`config.mk`:
```
export PLATFORM = sky130hd
export DESIGN_NAME = tx_frame_sequencer
export DESIGN_NICKNAME = d
export VERILOG_FILES = /design/src/rtl/tx_frame_sequencer.sv
export SDC_FILE = /design/constraint.sdc
export NUM_CORES = 1
export LEC_CHECK = 0
export ABC_AREA = 1
export BUFFER_PORTS_ARGS = -buffer_cell sky130_fd_sc_hd__buf_2
export CAP_MARGIN = 20
export CELL_PAD_IN_SITES_DETAIL_PLACEMENT = 0
export CELL_PAD_IN_SITES_GLOBAL_PLACEMENT = 1
export CORE_MARGIN = 1.5
export CORE_UTILIZATION = 37
export CTS_CLUSTER_DIAMETER = 30
export DETAILED_ROUTE_END_ITERATION = 16
export GPL_TIMING_DRIVEN = 0
export PLACE_DENSITY = 0.77
export RECOVER_POWER = 25
export SLEW_MARGIN = 20
export SYNTH_ARGS = -nofsm -noshare
export SYNTH_HDL_FRONTEND = slang
export SYNTH_SLANG_ARGS = --single-unit
```
`constraint.sdc`:
```
create_clock -name CLK -period 1.5 [get_ports CLK]
set_input_delay 0.225 -clock CLK [delete_from_list [all_inputs] [get_ports CLK]]
set_output_delay 0.225 -clock CLK [all_outputs]
set_load 0.05 [all_outputs]
```
`src/rtl/tx_frame_sequencer.sv`:
```
// Transmit frame sequencer for one 802.11a-style OFDM frame.
// For each accepted sample strobe it produces the read address and source select
// for the next sample: short preamble, then long preamble, then N data symbols
// read from the IFFT buffer.
module tx_frame_sequencer #(
  parameter int NSYM_WIDTH  = 8,
  parameter int ADDR_WIDTH  = 7,
  parameter int SHORT_LEN   = 160,
  parameter int LONG_CP_LEN = 32,
  parameter int FFT_LEN     = 64,
  parameter int CP_LEN      = 16
) (
  input  logic                  CLK,
  input  logic                  RST_n,
  input  logic                  Start,
  input  logic [NSYM_WIDTH-1:0] in_Num_Symbols,
  input  logic                  in_tx_strobe,
  input  logic                  in_Sym_Ready,
  input  logic                  Abort,
  output logic                  Out_Strobe,
  output logic [1:0]            Out_Sel,
  output logic [ADDR_WIDTH-1:0] Rd_Addr,
  output logic                  Providing_Short,
  output logic                  Providing_Long,
  output logic                  Providing_Stream,
  output logic                  Sym_Release,
  output logic                  Underrun,
  output logic                  Frame_Done,
  output logic                  Busy
);

  localparam int KMAX = (SHORT_LEN > 2 * FFT_LEN) ? SHORT_LEN : 2 * FFT_LEN;
  localparam int KW   = $clog2(KMAX + 1);

  localparam logic [KW-1:0] SHORT_LAST   = KW'(SHORT_LEN - 1);
  localparam logic [KW-1:0] LONG_CP_LAST = KW'(LONG_CP_LEN - 1);
  localparam logic [KW-1:0] LONG_LAST    = KW'(2 * FFT_LEN - 1);
  localparam logic [KW-1:0] DATA_CP_LAST = KW'(CP_LEN - 1);
  localparam logic [KW-1:0] DATA_LAST    = KW'(FFT_LEN - 1);

  localparam logic [2:0] S_IDLE     = 3'd0;
  localparam logic [2:0] S_SHORT    = 3'd1;
  localparam logic [2:0] S_LONG_CP  = 3'd2;
  localparam logic [2:0] S_LONG     = 3'd3;
  localparam logic [2:0] S_WAIT_SYM = 3'd4;
  localparam logic [2:0] S_DATA_CP  = 3'd5;
  localparam logic [2:0] S_DATA     = 3'd6;
  localparam logic [2:0] S_DONE     = 3'd7;

  logic [2:0]            state, state_n;
  logic [KW-1:0]         k, k_n, k_inc;
  logic [NSYM_WIDTH-1:0] rem, rem_n;

  logic                  emit;
  logic [1:0]            sel_c;
  logic [ADDR_WIDTH-1:0] addr_c;
  logic                  release_c;
  logic                  underrun_c;

  assign k_inc = k + 1'b1;

  // Next-state, counter and per-sample address decode; Abort overrides everything.
  always_comb begin
    state_n    = state;
    k_n        = k;
    rem_n      = rem;
    emit       = 1'b0;
    sel_c      = 2'd0;
    addr_c     = '0;
    release_c  = 1'b0;
    underrun_c = 1'b0;

    case (state)
      S_IDLE: begin
        if (Start) begin
          rem_n   = in_Num_Symbols;
          k_n     = '0;
          state_n = S_SHORT;
        end
      end
      S_SHORT: begin
        emit   = in_tx_strobe;
        sel_c  = 2'd0;
        addr_c = ADDR_WIDTH'(k[3:0]);
        if (in_tx_strobe) begin
          if (k == SHORT_LAST) begin
            k_n     = '0;
            state_n = S_LONG_CP;
          end else begin
            k_n = k_inc;
          end
        end
      end
      S_LONG_CP: begin
        emit   = in_tx_strobe;
        sel_c  = 2'd1;
        addr_c = ADDR_WIDTH'(FFT_LEN - LONG_CP_LEN) + ADDR_WIDTH'(k);
        if (in_tx_strobe) begin
          if (k == LONG_CP_LAST) begin
            k_n     = '0;
            state_n = S_LONG;
          end else begin
            k_n = k_inc;
          end
        end
      end
      S_LONG: begin
        emit   = in_tx_strobe;
        sel_c  = 2'd1;
        addr_c = ADDR_WIDTH'(k % FFT_LEN);
        if (in_tx_strobe) begin
          if (k == LONG_LAST) begin
            k_n     = '0;
            state_n = S_WAIT_SYM;
          end else begin
            k_n = k_inc;
          end
        end
      end
      S_WAIT_SYM: begin
        // Symbol availability is checked every cycle; a strobe only matters
        // when the buffer is empty, where it is dropped and flagged.
        if (rem == '0) begin
          state_n = S_DONE;
        end else if (in_Sym_Ready) begin
          k_n     = '0;
          state_n = S_DATA_CP;
        end else begin
          underrun_c = in_tx_strobe;
        end
      end
      S_DATA_CP: begin
        emit   = in_tx_strobe;
        sel_c  = 2'd2;
        addr_c = ADDR_WIDTH'(FFT_LEN - CP_LEN) + ADDR_WIDTH'(k);
        if (in_tx_strobe) begin
          if (k == DATA_CP_LAST) begin
            k_n     = '0;
            state_n = S_DATA;
          end else begin
            k_n = k_inc;
          end
        end
      end
      S_DATA: begin
        emit   = in_tx_strobe;
        sel_c  = 2'd2;
        addr_c = ADDR_WIDTH'(k);
        if (in_tx_strobe) begin
          if (k == DATA_LAST) begin
            release_c = 1'b1;
            k_n       = '0;
            state_n   = S_WAIT_SYM;
            if (rem != '0) begin
              rem_n = rem - 1'b1;
            end
          end else begin
            k_n = k_inc;
          end
        end
      end
      S_DONE: begin
        state_n = S_IDLE;
      end
      default: begin
        state_n = S_IDLE;
      end
    endcase

    if (Abort && (state != S_IDLE)) begin
      state_n    = S_IDLE;
      k_n        = '0;
      rem_n      = '0;
      emit       = 1'b0;
      release_c  = 1'b0;
      underrun_c = 1'b0;
    end
  end

  // Sequencer state, sample counter and remaining-symbol count.
  always_ff @(posedge CLK or negedge RST_n) begin
    if (!RST_n) begin
      state <= S_IDLE;
      k     <= '0;
      rem   <= '0;
    end else begin
      state <= state_n;
      k     <= k_n;
      rem   <= rem_n;
    end
  end

  // Registered outputs: sample fields appear one cycle after the accepted strobe;
  // Frame_Done and Busy track the state being entered so they align with it.
  always_ff @(posedge CLK or negedge RST_n) begin
    if (!RST_n) begin
      Out_Strobe       <= 1'b0;
      Out_Sel          <= 2'd0;
      Rd_Addr          <= '0;
      Providing_Short  <= 1'b0;
      Providing_Long   <= 1'b0;
      Providing_Stream <= 1'b0;
      Sym_Release      <= 1'b0;
      Underrun         <= 1'b0;
      Frame_Done       <= 1'b0;
      Busy             <= 1'b0;
    end else begin
      Out_Strobe       <= emit;
      Out_Sel          <= emit ? sel_c : 2'd0;
      Rd_Addr          <= emit ? addr_c : '0;
      Providing_Short  <= emit && (state == S_SHORT);
      Providing_Long   <= emit && ((state == S_LONG_CP) || (state == S_LONG));
      Providing_Stream <= emit && ((state == S_DATA_CP) || (state == S_DATA));
      Sym_Release      <= release_c;
      Underrun         <= underrun_c;
      Frame_Done       <= (state_n == S_DONE);
      Busy             <= (state_n != S_IDLE);
    end
  end

endmodule

```
==> flow_metrics.env <==
export IMPL_core_area_mm2=0.00561
export IMPL_dieArea_mm2=0.00636
export IMPL_cp_max_fo=4
export IMPL_criticalPathCategory="register to register"
export IMPL_yosys_most_used_dff="dfrtp_1"
export IMPL_n_antenna_cell=0
export IMPL_power_per_cell_area_mw_per_mm2=1300
export IMPL_final_cell_mix="66 x nand2_1, 35 x buf_4, 32 x dfrtp_1, 30 x inv_1, 28 x buf_2"
export IMPL_antenna_found_initial=0
export IMPL_initial_core_util_pct=38.9
export IMPL_grt_first_pass_wirelength_um=9450
export IMPL_r2r_slack_ns=-0.17
export IMPL_async_reset_ff_share_pct=100
export IMPL_hold_viol_final=0
export IMPL_synth_edf_count=0
export IMPL_relSlewSlack_pct=37.9
export IMPL_fin_util_pct=56.4
export IMPL_grt_pass1_vias=1991
export IMPL_power_frac_comb_pct=47.9
export IMPL_p_seq_share_pct=31.0
export IMPL_max_freq_mhz=598
export IMPL_final_nets=391
export IMPL_avgSynthCellArea_um2=7.42
export IMPL_totalWireLength_um=6280
export IMPL_cap_violations=0
export IMPL_clkLatencyLatePin_ns=0.29
export IMPL_crit_arrival_ns=1.85
export IMPL_vdd_drop_max_mv=0.472
export IMPL_synth_distinct_cells=33
export IMPL_grt_max_degree=37
export IMPL_cts_buffer_depth=2
export IMPL_post_place_ws_ns=-0.296
export IMPL_tritoncts="yes"
export IMPL_clock_power_share_pct=21.1
export IMPL_syn_area_mm2=0.00218
export IMPL_synth_top_cell_by_area="dfrtp_1"
export IMPL_mostFrequentLayoutCell="nand2_1"
export IMPL_reg2reg_depth=11
export IMPL_drive_above_1_share_pct=41.9
export IMPL_n_fill_cell=510
export IMPL_syn_num_nets=316
export IMPL_post_dp_hpwl_um=3950
export IMPL_final_setup_tns_ns=-2.21
export IMPL_cp_cell_sequence="buf_12, ha_4, nand3_4, nor2_4, buf_6, nand3_2, nand2_1, nor2_1, nand4_1, nand2_2, nand3b_1"
export IMPL_rows=27
export IMPL_vias_per_cell=4.98
export IMPL_critical_path_top_delay_family="simple AND/OR/NAND/NOR gates"
export IMPL_start_kind="register"
export IMPL_cp_required_ns=1.68
export IMPL_failed_checks="negative setup slack"
export IMPL_yosysWarnings=0
export IMPL_crit_slowest_cell="dfrtp_2"
export IMPL_finalCritPeriodShare_pct=111
export IMPL_drc=0
export IMPL_die_y_um=79.8
export IMPL_crit_buf_inv=2
export IMPL_setup_ws_ns=-0.171
export IMPL_port_buffers=29
export IMPL_die_x_um=79.8
export IMPL_ys_seq_area_share_pct=41.3
export IMPL_cts_sinks=36
export IMPL_p_switching_mw=1.71
export IMPL_gp_congestion=0.797
export IMPL_hold_slack_ns=0.0548
export IMPL_rsz0062_at_grt="yes"
export IMPL_cts_root_buf="clkbuf_8"
export IMPL_ys_top_cells_by_area="dfrtp_1 41%, nand2_1 13%, inv_1 6.2%, nor2_1 5.7%, ha_1 4.6%"
export IMPL_ios=31
export IMPL_ys_seq_elements=36
export IMPL_setup_viol=20
export IMPL_yosysTopAreaCellShare_pct=41.3
export IMPL_cts_hold_buffers=0
export IMPL_track_usage_pct=19.8
export IMPL_period_needed_ns=1.67
export IMPL_cts_clk_slew_worst_paths_ns=0.08
export IMPL_htreeDepth=2
export IMPL_maxSlewViolCount=0
export IMPL_overflow=0
export IMPL_switching_share_pct=41.5
export IMPL_area_delta_synth_final_pct=44.9
export IMPL_worst_setup_path_end_kind="register"
export IMPL_r2r_end="Busy$_DFF_PN0_"
export IMPL_cell_internal_pwr_mw=2.41
export IMPL_min_path_type="input pin to async pin"
export IMPL_place_area_mm2=0.00243
export IMPL_finClkSkew_ns=0.00371
export IMPL_power_mw=4.12
export IMPL_ant_nets=0
export IMPL_timing_rr_start="k[4]$_DFFE_PN0P_"
export IMPL_status="finished with violations"
export IMPL_drt_pass1_iter_count=4
export IMPL_drtIter0Drc=125
export IMPL_dr_total_vias=2203
export IMPL_finalNonFillerCells=442
export IMPL_wl_per_cell_um=14.2
export IMPL_dp_cells=395
export IMPL_cts_made_buffers=5
export IMPL_slowest_delay_ns=0.45
export IMPL_worstMarginPinSlew_ns=0.932
export IMPL_syn_instance_count=294
export IMPL_design_area_mm2=0.00316
export IMPL_p_leak_nw=1.59
## layer usage
metal / routed length (µm) / up-vias / global-route usage (%)
met5: 0 / - / 0
met4: 129 / 0 / 8.45
met3: 257 / 15 / 4.34
met2: 3110 / 55 / 33.8
met1: 2780 / 1045 / 23.8
li1: - / 1088 / -
## cell usage after synthesis, types with 3 or more instances
cell type / instances
a21oi_1: 15
o21ai_1: 10
inv_2: 7
nand2_1: 77
dfrtp_1: 36
nand2_2: 4
a31oi_1: 3
nand3b_1: 3
nor2_1: 33
nand3_1: 17
o21ai_0: 16
nand3_2: 3
ha_1: 8
inv_1: 36
## worst max-delay path by stage
stage	start	endpoint	cells past startpoint	slack, ns
2_1_floorplan	k[1]$_DFFE_PN0P_	rem[3]$_DFFE_PN0P_	11	0.001
3_3_place_gp	k[1]$_DFFE_PN0P_	rem[4]$_DFFE_PN0P_	11	-0.31
3_5_place_dp	k[1]$_DFFE_PN0P_	rem[7]$_DFFE_PN0P_	11	-0.30
4_1_cts	k[5]$_DFFE_PN0P_	k[1]$_DFFE_PN0P_	11	-0.10
5_1_grt	state[2]$_DFF_PN0_	Busy$_DFF_PN0_	10	-0.28
6_report	k[4]$_DFFE_PN0P_	Busy$_DFF_PN0_	11	-0.17
## power groups by stage
stage | clock network, mW | registers, mW | logic, mW
final | 0.870 | 1.28 | 1.97
after detailed placement | 0 | 1.28 | 1.34
after global placement | 0 | 1.27 | 1.33
after CTS | 0.895 | 1.26 | 1.64
after floorplan | 0 | 1.33 | 0.963
after global routing | 0.926 | 1.30 | 2.18
## logic make-up after synthesis
family                   share of synthesized area (%)
AO/OA/AOI/OAI                                     12.4
XOR/XNOR                                         0.803
adder cells (fa/ha/maj)                           4.59
buffers and inverters                             8.61
flip-flops                                        41.3
AND/OR/NAND/NOR                                   32.3
## repair_timing
action	CTS	global route
setup buffers	19	20
hold endpoints to repair	0	0
pin swaps	17	26
setup endpoints to repair	30	20
gates resized for setup	38	40
## cell type report
class / instances / area, µm² / share of cell area [%]
clock inverter: 3 / 42.5 / 1.35
buffer: 4 / 30.0 / 0.950
clock buffer: 5 / 68.8 / 2.18
inverter: 44 / 181 / 5.74
tap: 72 / 90.1 / 2.85
sequential: 36 / 906 / 28.7
multi-input combinational: 210 / 1360 / 43.1
timing repair buffer: 68 / 479 / 15.2
## registers in the layout (all words and copies together) (netlist names)
| register | cells |
|---|---|
| k | 8 |
| rem | 8 |
| Rd_Addr | 7 |
| state | 3 |
| Out_Sel | 2 |
| Busy | 1 |
| Frame_Done | 1 |
| Out_Strobe | 1 |
| Providing_Long | 1 |
| Providing_Short | 1 |
| Providing_Stream | 1 |
| Sym_Release | 1 |
| Underrun | 1 |
Power figures use the tool's default switching activity.
